$ cat src/rtl/merge_2x1.sv
// -----------------------------------------------------------------------------
// merge_2x1
//
// Registered 2-to-1 stream merger with round-robin arbitration. Words from two
// producer channels are collected into a single output slot and tagged with
// their source index, which downstream logic uses as the select bit of a 1:2
// demultiplexer to route replies back to the right producer.
//
// Ports
//   clk        rising-edge clock
//   rst_n      synchronous, active-low reset
//   in0_valid  channel 0 word present
//   in0_data   channel 0 word
//   in0_ready  channel 0 word accepted when high together with in0_valid
//   in1_valid  channel 1 word present
//   in1_data   channel 1 word
//   in1_ready  channel 1 word accepted when high together with in1_valid
//   out_valid  output slot holds a word
//   out_data   merged word
//   out_src    source of out_data (0 = channel 0, 1 = channel 1)
//   out_ready  consumer accepts the output word when high with out_valid
// -----------------------------------------------------------------------------
module merge_2x1 #(
    parameter int WIDTH = 8
) (
    input  logic             clk,
    input  logic             rst_n,
    input  logic             in0_valid,
    input  logic [WIDTH-1:0] in0_data,
    output logic             in0_ready,
    input  logic             in1_valid,
    input  logic [WIDTH-1:0] in1_data,
    output logic             in1_ready,
    output logic             out_valid,
    output logic [WIDTH-1:0] out_data,
    output logic             out_src,
    input  logic             out_ready
);

    logic             out_valid_q, out_valid_d;
    logic [WIDTH-1:0] out_data_q,  out_data_d;
    logic             out_src_q,   out_src_d;
    logic             last_grant_q, last_grant_d;

    logic load;
    logic grant0;
    logic grant1;

    // The slot can take a new word when it is empty or being drained now.
    assign load = !out_valid_q || out_ready;

    // Round-robin: a lone requester always wins; under contention the channel
    // that was not granted most recently wins.
    assign grant0 = in0_valid && (!in1_valid || last_grant_q);
    assign grant1 = in1_valid && (!in0_valid || !last_grant_q);

    // Readies are forced low during reset so no handshake completes while the
    // slot is being cleared.
    assign in0_ready = rst_n && load && grant0;
    assign in1_ready = rst_n && load && grant1;

    always_comb begin
        // NOTE: every signal gets a default first, so no path leaves it
        // unassigned and no latch is inferred.
        out_valid_d  = out_valid_q;
        out_data_d   = out_data_q;
        out_src_d    = out_src_q;
        last_grant_d = last_grant_q;

        if (in0_ready) begin
            out_valid_d  = 1'b1;
            out_data_d   = in0_data;
            out_src_d    = 1'b0;
            last_grant_d = 1'b0;
        end else if (in1_ready) begin
            out_valid_d  = 1'b1;
            out_data_d   = in1_data;
            out_src_d    = 1'b1;
            last_grant_d = 1'b1;
        end else if (load) begin
            // Drained (or already empty) with nothing to load: data and source
            // keep their last values, only the valid flag drops.
            out_valid_d = 1'b0;
        end
    end

    always_ff @(posedge clk) begin
        // NOTE: non-blocking assignments so every flop samples pre-edge values
        // regardless of statement order.
        if (!rst_n) begin
            out_valid_q  <= 1'b0;
            out_data_q   <= '0;
            out_src_q    <= 1'b0;
            // Reset to 1 so channel 0 wins the first contended cycle.
            last_grant_q <= 1'b1;
        end else begin
            out_valid_q  <= out_valid_d;
            out_data_q   <= out_data_d;
            out_src_q    <= out_src_d;
            last_grant_q <= last_grant_d;
        end
    end

    assign out_valid = out_valid_q;
    assign out_data  = out_data_q;
    assign out_src   = out_src_q;

endmodule

$ cat config.mk
export PLATFORM = sky130hd
export DESIGN_NAME = merge_2x1
export DESIGN_NICKNAME = d
export VERILOG_FILES = /design/src/rtl/merge_2x1.sv
export SDC_FILE = /design/constraint.sdc
export NUM_CORES = 1
export LEC_CHECK = 0
export CORE_MARGIN = 3
export CORE_UTILIZATION = 41
export CTS_CLUSTER_SIZE = 40
export DETAILED_ROUTE_END_ITERATION = 8
export GPL_ROUTABILITY_DRIVEN = 0
export PLACE_DENSITY = 0.82
export SLEW_MARGIN = 5
export SYNTH_ARGS = -nofsm -noshare
export SYNTH_HDL_FRONTEND = slang
export SYNTH_SLANG_ARGS = --single-unit
$ cat constraint.sdc
create_clock -name clk -period 2.5 [get_ports clk]
set_input_delay 0.25 -clock clk [delete_from_list [all_inputs] [get_ports clk]]
set_output_delay 0.25 -clock clk [all_outputs]
set_load 0.05 [all_outputs]
==> summary.md, run 1 <==
| Metric | Value |
|---|---|
| Asr flop ratio synth | `0%` |
| Skew-Pair Late Insertion Delay | `0.26 ns` |
| Clock Tree Buf Depth | `2` |
| Netlist Area Pre-Place | `656 um2` |
| Post-synthesis mux area share | `0%` |
| Worst Path Arrival | `between 1.5 and 2 ns` |
| Mapped Avg Cell Area | `8.74 um2` |
| Share of post-route cells with drive strength above 1 | `9.71%` |
| CP endpoint kind | `output pin` |
| Ports | `33` |
| Status | `completed` |
| Syn Nets | `96` |
| Final-stage net count | `125` |
| Reg2Reg Depth | `3` |
| Post-Synth Simple-Gate Area | `21.9%` |
| TritonCTS clock tree | `yes` |
| R2R Setup Slk | `around 0.74 ns` |
| Row count | `13` |
| Core region area | `1400 um2` |
| First-pass GRT wire length | `2840 um` |
| Worst hold path class | `reg -> reg` |
| Resized cells post-CTS | `0` |
| Hold_buf cts | `0` |
| CTS sink count | `11` |
| Sequential element share of the synthesized area | `33.6%` |
| HPWL after detailed placement | `approximately 1300 um` |
| Total die area | `roughly 2100 um2` |
| Synth unique cells | `21` |
| Final Hold Fails | `0` |
| Top fanout value on the critical path | `18` |
| Worst r2r dst | `out_data[1]` |
| Fin cells | `around 120` |
| Worst R2R Start | `out_valid` |
| Worst Path Buf+Inv | `3` |
| H-tree levels | `1` |
| Fmax | `between 400 and 500 MHz` |
| Cell family with most CP delay | `simple AND/OR/NAND/NOR gates` |
| Vias in the first global route | `642` |
| Synth Area in XOR/XNOR | `0%` |
| Worst EP required | `between 2 and 2.5 ns` |
| Slew @ Worst Pin | `a little over 1 ns` |
| Clk slew on worst S/H paths | `0.07 ns` |
| MaxCap Viol Count | `0` |
| Fin Setup TNS | `0 ns` |
| Drt total wl | `1770 um` |
| Min-Delay Endpoint | `out_src` |
| Root buf cell | `clkbuf_4` |
| Layout area overhead | `49.4%` |
| Initial DRC count | `45` |
| RSZ-0062 raised after global routing | `false` |
| Cell total after placement | `114` |
| Fin Clk Skew | `approximately 0.00094 ns` |
| Area after DPL | `953 um2` |
| Via density | `roughly 6.3` |
| DRT Pass-1 Iters | `4` |
| Fin. max-slew vios | `0` |
| Final instance area | `980 um2` |
| Number of buffers added on ports | `32` |
| Worst slew margin | `a little under a third` |
| Period utilization | `88.1%` |
| WS Path Type | `in -> out` |
| Largest net degree at the start of global routing | `27` |
| Total GRT Usage | `between 10% and 20%` |
| Remaining Overflow, GRT | `0` |
| DR DRC count | `0` |
| Peak supply drop | `0.247 mV` |
| Hold_sp | `out_src` |
| Die Span Y | `roughly 46 um` |
| Crit path cell chain | `clkdlybuf4s50_1 > nor2b_1 > or4_1 > inv_1 > buf_12` |
| Finished Core Util | `70.0%` |
| Adder-cell share of the synthesized area | `0%` |
| Critical Path Slowest Stage Cell | `nor2b_1` |
| CP Launch Type | `input pin` |
| Syn Inst Count | `75` |
| Post-synthesis compound-gate area fraction | `between 30 and 40%` |
| Hold path cells | `1` |
| Number of synthesized flops with an enable pin | `0` |
| Share of the synthesized area in the top cell type | `33.6%` |
| Top cells by area, synth | `dfxtp_1 34%, a311oi_1 11%, o41ai_1 11%, or4_1 10%, a31oi_1 7.6%` |
| Overall die width | `roughly 46 um` |
| Final worst path period need | `2.20 ns` |
| Post-CTS Setup Repair Bufs | `0` |
| Largest family of logic cells by synthesized area | `compound AO/OA/AOI/OAI gates` |
| Yosys top cell by area | `dfxtp_1` |
| Final setup viols | `0` |
| Initial Utilization | `46.9%` |
| Detailed-route wire length per cell | `15.0 um` |
| Number of diodes | `0` |
| Yosys reg bits | `11` |
| P per Cell Area | `513 nW/um2` |
| Number of fill cells | `~110` |
| Via count | `738` |
| TritonCTS Buffers | `3` |
| Synth Warn # | `0` |
| Initial antenna violation count | `0` |
| Static Leak | `approximately 0.36 nW` |
| WHS | `0.501 ns` |
| Max incr delay on CP | `~0.79 ns` |
| Post-synth top flop | `dfxtp_1` |
| Post-DRT Antenna Nets | `0` |
-- synthesized netlist by cell type, drive strengths merged (2+ instances only) --
cell    instances
nor2b           2
dfxtp          11
inv             3
o41ai           8
a31oi           8
clkbuf          3
nand2           9
a311oi          8
buf             7
or4             9
-- cell usage in the layout (no fill, tap or decap) --
master,instances
clkdlybuf4s50_1,30
buf_4,3
and3_1,1
or4_1,9
o41ai_1,8
clkbuf_1,1
inv_2,2
clkbuf_4,3
and4_1,1
o21a_1,1
buf_12,1
inv_1,1
or2_1,1
nor2b_2,1
a311oi_1,8
nand2_1,9
o211a_1,1
o31a_1,1
dfxtp_1,11
a31oi_1,8
nor2b_1,1
nand2b_1,1
-- sequential cells by signal, summed over array words and instances, names as in the netlist --
register,flops
last_grant_q,1
out_data,8
out_src,1
out_valid,1
-- worst max path at each step --
stage	startpoint	end	slack [ns]	depth (start not counted)
detailed placement	out_ready	in0_ready	0.34	5
CTS	out_ready	in0_ready	0.34	5
floorplan	out_valid	in0_ready	0.47	5
finish	out_ready	in0_ready	0.30	5
global placement	out_ready	in0_ready	0.37	5
global route	out_ready	in0_ready	0.18	5
-- stage by stage --
stage / setup WS, ns / total power [mW]
after global routing: 0.178 / 0.529
final: 0.298 / 0.503
after floorplan: 0.473 / 0.317
after detailed placement: 0.341 / 0.385
after global placement: 0.368 / 0.382
after CTS: 0.338 / 0.503
-- layer usage --
metal  global-route usage, %  vias to the layer above  part of all wire [%]
met5                       0                        -                     0
li1                        -                      361                     -
met3                    3.16                        4                   9.4
met1                    26.1                      331                    43
met4                    6.82                        0                   1.4
met2                    26.4                       42                    46
-- cells by family (layout without fill, tap and decap cells) --
group | after synthesis | after routing
flip-flops | 11 | 11
AND/OR/NAND/NOR | 24 | 24
buffers and inverters | 13 | 41
AO/OA/AOI/OAI | 27 | 27
-- layout make-up --
type / instances / area [um2] / area share, %
multi-input cells: 51 / 360 / 36.8
clock buffers: 4 / 26.3 / 2.68
repair buffers: 34 / 343 / 35.0
inverters: 3 / 11.3 / 1.15
flip-flops and latches: 11 / 220 / 22.5
well taps: 15 / 18.8 / 1.92
-- report_power, final --
group / switching (mW) / internal, mW
registers: 0.00799 / 0.190
logic: 0.105 / 0.0791
clock network: 0.0594 / 0.0616
total: 0.172 / 0.331
(Power assumes the default switching activity.)
==> inputs of run 2 (changes only) <==
--- a/config.mk
+++ b/config.mk
@@ -10,6 +10,7 @@
 export CTS_CLUSTER_SIZE = 40
 export DETAILED_ROUTE_END_ITERATION = 8
 export GPL_ROUTABILITY_DRIVEN = 0
+export HOLD_SLACK_MARGIN = 0.05
 export PLACE_DENSITY = 0.82
 export SLEW_MARGIN = 5
 export SYNTH_ARGS = -nofsm -noshare
==> results of run 2 <==
No change in the layout: final DEF, timing and power equal those of run 1.
